--- config.mk ---
export PLATFORM = sky130hd
export DESIGN_NAME = pc_sequencer
export DESIGN_NICKNAME = d
export VERILOG_FILES = /design/src/rtl/pc_sequencer.sv
export SDC_FILE = /design/constraint.sdc
export NUM_CORES = 1
export LEC_CHECK = 0
export ABC_AREA = 1
export BUFFER_PORTS_ARGS = -buffer_cell sky130_fd_sc_hd__buf_4
export CAP_MARGIN = 20
export CORE_ASPECT_RATIO = 0.7
export CORE_UTILIZATION = 30
export DETAILED_ROUTE_END_ITERATION = 8
export GPL_TIMING_DRIVEN = 1
export REMOVE_ABC_BUFFERS = 1
export SETUP_SLACK_MARGIN = 0.5
export SLEW_MARGIN = 25
export SYNTH_ARGS = -nofsm -noshare
export SYNTH_HDL_FRONTEND = slang
export SYNTH_SLANG_ARGS = --single-unit
--- constraint.sdc ---
create_clock -name CLK -period 2.6 [get_ports CLK]
set_input_delay 0.26 -clock CLK [delete_from_list [all_inputs] [get_ports CLK]]
set_output_delay 0.26 -clock CLK [all_outputs]
set_load 0.01 [all_outputs]
--- src/rtl/pc_sequencer.sv ---
// PC register and next-fetch-address logic with a RUN/HALTED FSM and a taken-branch counter.
// Optional return-address stack enabled by defining PC_SEQUENCER_RAS_EN.
module pc_sequencer #(
  parameter int unsigned         PC_WIDTH    = 64,
  parameter int unsigned         INSTR_SHIFT = 2,
  parameter logic [PC_WIDTH-1:0] RESET_PC    = '0,
  parameter int unsigned         CNT_WIDTH   = 16,
  parameter int unsigned         RAS_DEPTH   = 4
) (
  input  logic                 CLK,
  input  logic                 Reset,
  input  logic                 Stall,
  input  logic                 Halt,
  input  logic [2:0]           BranchMode,
  input  logic                 ALUZero,
  input  logic [PC_WIDTH-1:0]  SignExtImm,
  input  logic [PC_WIDTH-1:0]  RegTarget,
  output logic [PC_WIDTH-1:0]  CurrentPC,
  output logic [PC_WIDTH-1:0]  NextPC,
  output logic [PC_WIDTH-1:0]  LinkAddr,
  output logic                 Taken,
  output logic                 Halted,
  output logic                 MisalignErr,
  output logic [CNT_WIDTH-1:0] BranchCount
);

  typedef enum logic [2:0] {
    MODE_SEQ  = 3'd0,
    MODE_B    = 3'd1,
    MODE_CBZ  = 3'd2,
    MODE_CBNZ = 3'd3,
    MODE_BR   = 3'd4,
    MODE_BL   = 3'd5,
    MODE_RET  = 3'd6,
    MODE_RSVD = 3'd7
  } mode_e;

  typedef enum logic {
    ST_RUN    = 1'b0,
    ST_HALTED = 1'b1
  } state_e;

  localparam logic [PC_WIDTH-1:0] STEP       = PC_WIDTH'(1) << INSTR_SHIFT;
  localparam logic [PC_WIDTH-1:0] ALIGN_MASK = STEP - PC_WIDTH'(1);

  state_e                state_q, state_d;
  logic [PC_WIDTH-1:0]   pc_q, pc_d;
  logic                  err_q, err_d;
  logic [CNT_WIDTH-1:0]  cnt_q, cnt_d;

  mode_e                 mode;
  logic [PC_WIDTH-1:0]   offset;
  logic [PC_WIDTH-1:0]   seq_pc;
  logic [PC_WIDTH-1:0]   rel_target;
  logic [PC_WIDTH-1:0]   ret_target;
  logic [PC_WIDTH-1:0]   target;
  logic                  taken;
  logic                  misalign;
  logic                  commit;

  assign mode       = mode_e'(BranchMode);
  assign offset     = SignExtImm << INSTR_SHIFT;
  assign seq_pc     = pc_q + STEP;
  assign rel_target = pc_q + offset;

  always_comb begin
    taken  = 1'b0;
    target = seq_pc;
    unique case (mode)
      MODE_B, MODE_BL: begin
        taken  = 1'b1;
        target = rel_target;
      end
      MODE_CBZ: begin
        taken  = ALUZero;
        target = rel_target;
      end
      MODE_CBNZ: begin
        taken  = ~ALUZero;
        target = rel_target;
      end
      MODE_BR: begin
        taken  = 1'b1;
        target = RegTarget;
      end
      MODE_RET: begin
        taken  = 1'b1;
        target = ret_target;
      end
      default: begin
        taken  = 1'b0;
        target = seq_pc;
      end
    endcase
  end

  assign misalign = ((mode == MODE_BR) || (mode == MODE_RET)) &&
                    ((target & ALIGN_MASK) != '0);

  // Only an unstalled, unhalted, aligned cycle in RUN updates architectural state.
  assign commit = (state_q == ST_RUN) && !Halt && !misalign && !Stall;

  always_comb begin
    state_d = state_q;
    pc_d    = pc_q;
    err_d   = err_q;
    cnt_d   = cnt_q;
    unique case (state_q)
      ST_RUN: begin
        if (Halt) begin
          state_d = ST_HALTED;
        end else if (misalign) begin
          err_d   = 1'b1;
          state_d = ST_HALTED;
        end else if (!Stall) begin
          pc_d = NextPC;
          if (taken && (cnt_q != '1)) begin
            cnt_d = cnt_q + CNT_WIDTH'(1);
          end
        end
      end
      ST_HALTED: begin
        state_d = ST_HALTED;
      end
      default: begin
        state_d = ST_HALTED;
      end
    endcase
  end

  always_ff @(posedge CLK) begin
    if (Reset) begin
      state_q <= ST_RUN;
      pc_q    <= RESET_PC;
      err_q   <= 1'b0;
      cnt_q   <= '0;
    end else begin
      state_q <= state_d;
      pc_q    <= pc_d;
      err_q   <= err_d;
      cnt_q   <= cnt_d;
    end
  end

`ifdef PC_SEQUENCER_RAS_EN
  localparam int unsigned PTR_W = $clog2(RAS_DEPTH);

  logic [PC_WIDTH-1:0] ras_mem [RAS_DEPTH];
  logic [PTR_W-1:0]    top_q, top_d;
  logic [PTR_W:0]      level_q, level_d;
  logic                ras_empty;
  logic                ras_push;
  logic                ras_pop;

  assign ras_empty  = (level_q == '0);
  assign ret_target = ras_empty ? RegTarget : ras_mem[top_q];
  assign ras_push   = commit && (mode == MODE_BL);
  assign ras_pop    = commit && (mode == MODE_RET) && !ras_empty;

  // Circular stack: a push when full advances past the oldest slot and overwrites it.
  always_comb begin
    top_d   = top_q;
    level_d = level_q;
    if (ras_push) begin
      top_d = top_q + PTR_W'(1);
      if (level_q != (PTR_W + 1)'(RAS_DEPTH)) begin
        level_d = level_q + (PTR_W + 1)'(1);
      end
    end else if (ras_pop) begin
      top_d   = top_q - PTR_W'(1);
      level_d = level_q - (PTR_W + 1)'(1);
    end
  end

  always_ff @(posedge CLK) begin
    if (Reset) begin
      top_q   <= '0;
      level_q <= '0;
    end else begin
      top_q   <= top_d;
      level_q <= level_d;
    end
  end

  always_ff @(posedge CLK) begin
    if (ras_push) begin
      ras_mem[top_d] <= LinkAddr;
    end
  end
`else
  logic unused_ras_cfg;
  assign ret_target     = RegTarget;
  assign unused_ras_cfg = ^RAS_DEPTH;
`endif

  assign CurrentPC   = pc_q;
  assign NextPC      = taken ? target : seq_pc;
  assign LinkAddr    = seq_pc;
  assign Taken       = taken;
  assign Halted      = (state_q == ST_HALTED);
  assign MisalignErr = err_q;
  assign BranchCount = cnt_q;

endmodule

==> results_dict.tcl <==
set metrics [dict create \
    pwr-share-clk 0.182 \
    min_path_type "in -> reg" \
    clk_path_buf_depth 2 \
    vias 19012 \
    sw_frac_of_total 0.466 \
    htree_levels 3 \
    wl_per_cell_um 21.8 \
    drive_above_1_share 0.536 \
    setup_viol_count_final 94 \
    run_status "finished, violations left" \
    fp-row-count 60 \
    start_kind "register" \
    max_cap_viol_count 0 \
    crit_path_end_kind "primary output" \
    place_congestion 1.05 \
    die_h_um 169 \
    p_sw_uw 3660 \
    io_pins 347 \
    setup_tns_ns -20.48 \
    worst-setup-path-type "reg -> out" \
    synth_seq_area_share 0.137 \
    grt_max_degree 63 \
    cts.clk_slew.worst_paths_ns 0.08 \
    die-area_um2 40900 \
    yosysUniqueCellTypes 39 \
    worst_pin_slew_ns 0.888 \
    layout_setup_ws_ns -0.409 \
    power_frac_seq 0.186 \
    fin_crit_ns 3.01 \
    core-area_um2 39000 \
    clock.fmax_ghz 0.332 \
    vdd_ir_drop_max_mv 0.301 \
    first_global_vias 17189 \
    grt.overflow.total 0 \
    clk_latency_ns 0.39 \
    ant_nets 0 \
    avgSynthCellArea_um2 5.08 \
    post-route-period-util 1.16 \
    grt_use_total 0.368 \
    syn2layout_area_growth_pct 101 \
    clock_sinks 82 \
    regArea_um2 1790 \
    yosysTopAreaCell "nand2_1" \
    arrival_ns 2.75 \
    leakagePower_uw 0.0126 \
    ys_warn_count 0 \
    power_density_nw_per_um2 325 \
    ys_seq_elements 82 \
    syn_area_um2 12000 \
    grt_pass1_wl_um 110000 \
    final_nets 3320 \
    required_ns 2.34 \
    routed_via_density 5.20 \
    hold_violations 0 \
    finClkSkew_ns 0.0230 \
    slowest_stage "nor4_1" \
    p_int_uw 4190 \
    relSlewSlack 0.408 \
    synth.area.top_cells "nand2_1 (31%), inv_1 (14%), dfxtp_1 (14%)" \
    cp_max_fo 5 \
    combPwrFrac 0.632 \
    violations "setup timing" \
    synthCells 2367 \
    firstDrtPassIters 6 \
    drt_iter0_markers 2097 \
    route.detailed.drc 0 \
    cts_tree "built" \
    drt_wl_total_um 79800 \
    finalPower_uw 7850 \
    antenna_found_initial 3 \
    multi_input_area_um2 12900 \
    crit_chain "buf_6, nand2_1, nor4_1, nand3_1, nor2_2, buf_6, nand3_4, xor2_2, nand2_1, nand2_1, buf_6" \
    synth_top_area_share 0.306 \
    dp_hpwl_um 61300 \
    rsz0062_at_grt "yes" \
    start_util 0.308 \
    port_buffers 344 \
    die_w_um 241 \
    slew_violations 0 \
    numCtsBuffers 9 \
    max_stage_delay_ns 0.56 \
    clock-root-buffer "clkbuf_16" \
    num-fill-cells 3488 \
]
-- layout by cell type (no fill, tap or decap), types with 11 or more instances in the layout --
cell type | Yosys | final
a21oi_1 | 131 | 82
a21oi_2 | 0 | 38
a21oi_4 | 0 | 11
buf_4 | 2 | 581
buf_6 | 1 | 202
dfxtp_1 | 82 | 29
dfxtp_2 | 0 | 20
dfxtp_4 | 0 | 33
ha_4 | 0 | 57
inv_1 | 453 | 404
inv_2 | 5 | 44
nand2_1 | 978 | 649
nand2_2 | 6 | 245
nand2_4 | 0 | 85
nand3_1 | 136 | 55
nand3_2 | 0 | 47
nand3_4 | 0 | 34
nand4_1 | 17 | 17
nor2_1 | 180 | 78
nor2_2 | 7 | 48
nor2_4 | 4 | 65
nor3_1 | 36 | 19
nor3_2 | 5 | 14
nor4_4 | 1 | 11
o21ai_0 | 68 | 31
o21ai_1 | 15 | 25
o21ai_2 | 2 | 25
o21bai_1 | 18 | 17
xor2_1 | 56 | 13
xor2_2 | 1 | 33
xor2_4 | 0 | 11
-- worst paths after layout --
path | slack [ns] | start | to | cells after the start
min | 0.18 | Halt | Halted | 3
max | -0.41 | CurrentPC[21] | NextPC[61] | 11
max reg2reg | -0.27 | CurrentPC[2] | CurrentPC[20] | 21
min reg2reg | 0.48 | MisalignErr | MisalignErr | 1
-- what timing repair did --
action	4_1_cts	5_1_grt
buffers inserted	97	45
hold buffers	0	0
pin swaps	170	200
endpoints found under the setup margin	179	184
gates resized for setup	907	456
-- per-stage QoR --
step | worst slack [ns] | instance area (µm²) | hold WS (ns) | cells | utilization
floorplan | -2.60 | 11800 | 0.329 | 2316 | -
global placement | -0.356 | 17500 | 0.451 | 3494 | 0.448
detailed placement | -0.378 | 17500 | 0.465 | 3494 | 0.448
CTS | -0.373 | 22000 | 0.169 | 3607 | 0.564
global route | -0.451 | 24200 | 0.199 | 3654 | 0.621
finish | -0.409 | 24200 | 0.182 | 3655 | 0.621
-- kinds of logic (layout without fill, tap and decap cells) --
family / count (synthesis) / in the layout / synth area share
other: 0 / 3 / 0
and+or+nand+nor: 1398 / 1398 / 0.475
AOI/OAI and AO/OA: 252 / 252 / 0.114
DFF: 82 / 82 / 0.137
adders and majority gates: 64 / 64 / 0.0673
xor gates and xnor gates: 62 / 62 / 0.0458
buffers and inverters: 509 / 1267 / 0.161
-- layout make-up --
type,instances,area share
Antenna cell,3,0.000310
Clock buffer,9,0.00931
Clock inverter,7,0.00269
Inverter,458,0.0722
Multi-Input combinational cell,1776,0.532
Sequential cell,82,0.0740
Tap cell,527,0.0273
Timing Repair Buffer,793,0.282
-- cell usage after synthesis (all sizes together) --
master / instances
nor3b: 1
o21a: 6
xnor2: 5
inv: 458
o21ai: 85
nand3b: 4
or2: 8
nor4: 16
clkbuf: 31
nand2: 984
o21bai: 18
nand4: 17
buf: 20
a32o: 4
xor2: 57
a21o: 5
dfxtp: 82
fa: 1
a22oi: 1
a31oi: 1
nor3: 41
nand3: 136
nor2: 191
a21oi: 131
a22o: 1
ha: 63
-- power by group through the flow --
stage | Sequential [µW] | Clock (µW) | Combinational (µW)
2_1_floorplan | 1470 | 0 | 1450
3_3_place_gp | 1450 | 0 | 3470
3_5_place_dp | 1450 | 0 | 3460
4_1_cts | 1450 | 1430 | 4330
5_1_grt | 1460 | 1460 | 5200
6_report | 1460 | 1430 | 4960
-- layer usage --
metal  share of wire  track usage  up-vias  wire, µm
met3            0.11       0.0789      163      9130
met2            0.41        0.518     1074     32300
li1                -            -     8723         -
met5         0.00016            0        -        13
met4           0.024       0.0691        2      1910
met1            0.46        0.563     9050     36400
-- flip-flops by register name, indices dropped and copies added (netlist names) --
name         flops
Halted           1
BranchCount     16
CurrentPC       64
MisalignErr      1
-- worst max-delay path: cells and delay by family, from the launching register on --
kind / cells / cell delay, ns
buffers and inverters: 3 / 0.39
xor gates and xnor gates: 1 / 0.22
DFF: 1 / 0.41
and+or+nand+nor: 7 / 1.34
Note: power is estimated with default switching activity, not from simulation.
